**src/rtl/rr_resource_arbiter.sv**
```systemverilog
// ---------------------------------------------------------------------------
// rr_resource_arbiter
//
// Round-robin arbiter sharing one resource among N requesters. A grant is
// held until its owner drops its request. The next owner is then chosen in
// rotating order starting just after the previous owner, so no requester
// starves. All outputs are registered.
//
// Optional feature (compile-time macro RR_ARB_HOLD_LIMIT_EN):
//   limits one owner to MAX_HOLD consecutive cycles. It then force-releases
//   the owner and pulses hold_expired for one cycle. Without the macro no
//   counter is built and hold_expired is tied to 0.
//
// Ports:
//   clk          in   system clock, rising edge
//   rst_n        in   asynchronous active-low reset
//   req[N]       in   request vector, bit i = requester i wants/keeps resource
//   grant[N]     out  registered one-hot grant, zero when idle
//   grant_id     out  binary index of current owner, 0 when idle
//   grant_valid  out  high while any grant bit is set
//   hold_expired out  one-cycle pulse when the hold limit revokes a grant
//
// Handshake: a requester raises req[i] and keeps it high while it needs the
// resource. grant[i] is the acknowledge and stays high as long as req[i] is
// high. The owner releases by dropping req[i]. The edge that samples
// req[i]=0 hands the grant to the next pending requester in the same cycle,
// or returns the arbiter to idle if nothing else is pending.
// ---------------------------------------------------------------------------
module rr_resource_arbiter #(
    parameter int N        = 4,
    parameter int IDW      = 2,
    parameter int MAX_HOLD = 8
) (
    input  logic           clk,
    input  logic           rst_n,
    input  logic [N-1:0]   req,
    output logic [N-1:0]   grant,
    output logic [IDW-1:0] grant_id,
    output logic           grant_valid,
    output logic           hold_expired
);

    if (IDW != $clog2(N) || N < 2 || N > 16 || MAX_HOLD < 1) begin : g_param_check
        $error("rr_resource_arbiter: bad parameters (need 2<=N<=16, IDW=clog2(N), MAX_HOLD>=1)");
    end

    typedef enum logic {
        IDLE = 1'b0,
        BUSY = 1'b1
    } state_t;

    state_t         state_q, state_d;
    logic [IDW-1:0] ptr_q, ptr_d;
    logic [N-1:0]   grant_q, grant_d;
    logic [IDW-1:0] grant_id_q, grant_id_d;
    logic           grant_valid_q, grant_valid_d;

    logic [IDW:0]   pick;       // {found, index}
    logic [IDW-1:0] next_ptr;
    logic           own_req;
    logic           force_rel;

`ifdef RR_ARB_HOLD_LIMIT_EN
    localparam int CNT_W = $clog2(MAX_HOLD + 1);
    logic [CNT_W-1:0] hold_cnt_q, hold_cnt_d;
    logic             hold_expired_q, hold_expired_d;
`endif

    // First set bit of mask, searching start, start+1, ... wrapping modulo N.
    // Iterating from the farthest offset down lets the nearest hit win.
    function automatic logic [IDW:0] rr_pick(input logic [N-1:0] mask,
                                             input logic [IDW-1:0] start);
        logic [IDW:0] res;
        int           idx;
        res = '0;
        for (int i = N - 1; i >= 0; i--) begin
            idx = (int'(start) + i) % N;
            if (mask[idx]) res = {1'b1, IDW'(idx)};
        end
        return res;
    endfunction

    always_comb begin
        state_d       = state_q;
        ptr_d         = ptr_q;
        grant_d       = grant_q;
        grant_id_d    = grant_id_q;
        grant_valid_d = grant_valid_q;
`ifdef RR_ARB_HOLD_LIMIT_EN
        hold_cnt_d     = hold_cnt_q;
        hold_expired_d = 1'b0;
`endif

        own_req  = req[grant_id_q];
        next_ptr = IDW'((int'(grant_id_q) + 1) % N);
`ifdef RR_ARB_HOLD_LIMIT_EN
        force_rel = own_req && (hold_cnt_q == CNT_W'(MAX_HOLD - 1));
`else
        force_rel = 1'b0;
`endif

        // In BUSY the current owner is masked out so a forced release never
        // re-picks it while someone else is waiting.
        if (state_q == IDLE) pick = rr_pick(req, ptr_q);
        else                 pick = rr_pick(req & ~grant_q, next_ptr);

        case (state_q)
            IDLE: begin
                if (pick[IDW]) begin
                    state_d       = BUSY;
                    grant_d       = N'(1) << pick[IDW-1:0];
                    grant_id_d    = pick[IDW-1:0];
                    grant_valid_d = 1'b1;
`ifdef RR_ARB_HOLD_LIMIT_EN
                    hold_cnt_d    = '0;
`endif
                end
            end
            BUSY: begin
                if (!own_req || force_rel) begin
                    ptr_d = next_ptr;
`ifdef RR_ARB_HOLD_LIMIT_EN
                    hold_expired_d = force_rel;
                    hold_cnt_d     = '0;
`endif
                    if (pick[IDW]) begin
                        grant_d    = N'(1) << pick[IDW-1:0];
                        grant_id_d = pick[IDW-1:0];
                    end else if (!force_rel) begin
                        state_d       = IDLE;
                        grant_d       = '0;
                        grant_id_d    = '0;
                        grant_valid_d = 1'b0;
                    end
                    // Forced release with nobody else waiting: owner keeps
                    // the grant and its hold counter restarts.
                end else begin
`ifdef RR_ARB_HOLD_LIMIT_EN
                    hold_cnt_d = hold_cnt_q + 1'b1;
`endif
                end
            end
            default: begin
                state_d = IDLE;
            end
        endcase
    end

    always_ff @(posedge clk or negedge rst_n) begin
        if (!rst_n) begin
            state_q       <= IDLE;
            ptr_q         <= '0;
            grant_q       <= '0;
            grant_id_q    <= '0;
            grant_valid_q <= 1'b0;
`ifdef RR_ARB_HOLD_LIMIT_EN
            hold_cnt_q     <= '0;
            hold_expired_q <= 1'b0;
`endif
        end else begin
            state_q       <= state_d;
            ptr_q         <= ptr_d;
            grant_q       <= grant_d;
            grant_id_q    <= grant_id_d;
            grant_valid_q <= grant_valid_d;
`ifdef RR_ARB_HOLD_LIMIT_EN
            hold_cnt_q     <= hold_cnt_d;
            hold_expired_q <= hold_expired_d;
`endif
        end
    end

    assign grant       = grant_q;
    assign grant_id    = grant_id_q;
    assign grant_valid = grant_valid_q;
`ifdef RR_ARB_HOLD_LIMIT_EN
    assign hold_expired = hold_expired_q;
`else
    assign hold_expired = 1'b0;
`endif

endmodule

```
**config.mk**
```make
export PLATFORM = sky130hd
export DESIGN_NAME = rr_resource_arbiter
export DESIGN_NICKNAME = d
export VERILOG_FILES = /design/src/rtl/rr_resource_arbiter.sv
export SDC_FILE = /design/constraint.sdc
export NUM_CORES = 1
export LEC_CHECK = 0
export CAP_MARGIN = 10
export CORE_UTILIZATION = 53
export DETAILED_ROUTE_END_ITERATION = 10
export PLACE_DENSITY = 0.81
export SLEW_MARGIN = 5
export SYNTH_ARGS = -nofsm -noshare
export SYNTH_HDL_FRONTEND = slang
export SYNTH_SLANG_ARGS = --single-unit
```
**constraint.sdc**
```tcl
create_clock -name clk -period 3.91 [get_ports clk]
set_input_delay 0.5865 -clock clk [delete_from_list [all_inputs] [get_ports clk]]
set_output_delay 0.5865 -clock clk [all_outputs]
set_load 0.01 [all_outputs]
```
==> impl_metrics.yaml <==
min_path:
  hold_path_depth: 2
  worst_hold_startpoint: "grant[2]"
  hold_class: "register to register"
  hold_end: "grant[2]"
worst_setup_path:
  path_cells: "clkdlybuf4s50_1 > nor4_1 > nor2_1 > a21oi_2 > o21bai_1 > o21ai_0"
  critPathKind: "input port to register"
  critPathLaunchType: "input port"
  cp_slowest_cell: "nor4_1"
  worst-path-buf-inv: 1
  crit_fanout: 9
  slowest_delay_ns: 0.58
  required_ns: 4.05
  r2r_end: "grant[2]"
  worstPathArrival_ns: 2.31
  ff2ff_path_depth: 5
  cp-end-kind: "register"
  reg2reg_slack_ns: 2.20
  timing.rr.start: "grant_id[1]"
  crit_family: "simple AND/OR/NAND/NOR gates"
die:
  die_h_microns: 39.0
  core_area_sq_um: 1190
  num_rows: 12
  die_area_sq_um: 1520
  start_util_pct: 61.2
  io_pins: 14
  die_w_microns: 39.0
sta:
  final.period_utilization_pct: 55.5
  worst_pin_slew_ns: 0.560
  setup_tns_ns: 0
  max_slew_margin_pct: 62.3
  final_max_slew_viol_count: 0
  period_needed_ns: 2.17
  finalHoldViolCount: 0
  finalSetupViolCount: 0
  timing.fmax_ghz: 0.460
  clock-skew-final_ns: 0.00916
  rsz0062_at_grt: "false"
layout:
  final_core_util_pct: 72.3
  nFillCells: 88
  seq_area_sq_um: 250
  antennaDiodeCount: 0
  nets: 101
  multi_input_area_sq_um: 410
  area_growth_pct: 18.1
  stdcell_area_sq_um: 857
  drive_gt1_share_pct: 13.8
clock_network:
  cts_sinks: 10
  cts.reportedPaths.clkPinSlew_ns: 0.06
  post_cts_resized: 0
  cts_hold_buffers: 0
  cts_root_buf: "clkbuf_4"
  cts_setup_buffers: 0
  htreeDepth: 1
  numCtsBuffers: 3
  clk_latency_ns: 0.27
  cts_buffer_depth: 2
  cts_tree: "yes"
routing:
  ant_nets: 0
  wl_mm: 1.52
  drc: 0
  first_pass_iters: 4
  avgViaCountPerCell: 5.80
  drt_iter0_markers: 11
  routedWlPerCell_microns: 14.1
  vias: 626
yosys:
  synth_ff_type: "dfrtp_1"
  synth_common_cells: "10 x dfrtp_1, 10 x nand2_1, 6 x inv_1, 6 x o21ai_0, 5 x nor2_1"
  yosysUniqueCellTypes: 40
  ys_ff_latch: 10
  yosys_warnings: 0
  syn_avg_cell_area_sq_um: 8.74
  synth_nets: 89
  async_flop_share_pct: 100
  synth_edf_count: 0
  synth_area_leaders: "dfrtp_1 34%, nand2_1 5.2%, o21ai_0 4.1%"
  netlist.area_leader.share_pct: 34.5
  synth_area_sq_um: 726
  ys_seq_area_share_pct: 34.5
  netlist.top_cell.by_area: "dfrtp_1"
  synthCells: 83
global_route:
  grt_max_degree: 13
  antenna_found_initial: 0
  first_global_vias: 548
  grt_overflow_total: 0
  grt_pass1_wl_mm: 2.44
  grt_usage_pct: 24.6
power_and_ir_drop:
  irDropWorstVdd_uv: 415
  p_per_area_nw_per_um2: 734
  p_leak_nw: 0.386
  total_power_mw: 0.629
place:
  port_buffers: 12
  dpl.hpwl_mm: 1.15
  place_area_sq_um: 821
  place_congestion: 0.847
outcome:
  status: "finished clean"
flow_run:
  maxCapViolCount: 0
per-layer routing:
metal | global-route usage [%] | share of wire, % | vias to the layer above | wire (microns)
li1 | - | - | 317 | -
met1 | 33.5 | 48 | 290 | 727
met2 | 37.5 | 46 | 17 | 705
met3 | 3.47 | 4.9 | 2 | 75
met4 | 12.9 | 0.66 | 0 | 10
met5 | 0 | 0 | - | 0
power by group:
| group | internal (mW) | total [mW] | switching, mW |
|---|---|---|---|
| combinational | 0.178 | 0.330 | 0.152 |
| clock | 0.0565 | 0.0914 | 0.0350 |
| sequential | 0.145 | 0.207 | 0.0621 |
how the worst max path moves through the flow:
| stage | startpoint | to | slack (ns) | depth (start not counted) |
|---|---|---|---|---|
| detailed placement | req[3] | grant[3] | 1.51 | 6 |
| global placement | req[3] | grant[3] | 1.51 | 6 |
| floorplan | req[3] | grant[3] | 2.21 | 6 |
| finish | req[3] | grant[2] | 1.74 | 6 |
| CTS | req[3] | grant[2] | 1.78 | 6 |
| global route | req[3] | grant[2] | 1.58 | 6 |
cells by family (layout without fill, tap and decap cells):
kind of cell | Yosys count | after routing | share of synthesized area, %
and+or+nand+nor | 35 | 35 | 29.1
DFF | 10 | 10 | 34.5
AOI/OAI and AO/OA | 23 | 23 | 22.9
buffers and inverters | 11 | 22 | 8.96
xor gates and xnor gates | 1 | 1 | 1.21
muxes | 2 | 2 | 2.76
other | 1 | 1 | 0.517
layout make-up:
class	count	area share (%)
clock buffer	4	4.23
inverter	6	2.63
multi-input combinational	62	47.9
sequential	10	29.2
tap	14	2.04
timing repair buffer	12	14.0
flip-flops by register name, summed over array words and instances (netlist names):
signal       flops
grant            4
ptr_q            2
grant_id         2
grant_valid      1
state_q          1
per-stage QoR:
step           cells  hold WS [ns]  setup WS [ns]
2_1_floorplan     83         0.291           2.21
3_3_place_gp     104         0.493           1.51
3_5_place_dp     104         0.507           1.51
4_1_cts          108         0.523           1.78
5_1_grt          108         0.582           1.58
6_report         108         0.522           1.74
worst reg2reg max path, cell delays in order (launching register included):
cell and delay [ns]:
dfrtp_1 0.55, nand3b_1 0.18, a221o_1 0.35, and3_4 0.19
o21bai_1 0.20, o21ai_0 0.11
placed cells by master, fill, tap and decap left out, types with 2 or more instances in the layout:
cell type         n
clkdlybuf4s50_1  12
nand2_1          10
dfrtp_1          10
inv_1             6
o21ai_0           6
nor2_1            5
nor2b_1           3
clkbuf_4          3
nand2b_1          2
nand4_1           2
mux2i_1           2
a21oi_1           2
o221ai_1          2
o211ai_1          2
a22o_1            2
No activity file was read; power rests on OpenSTA's default activity.
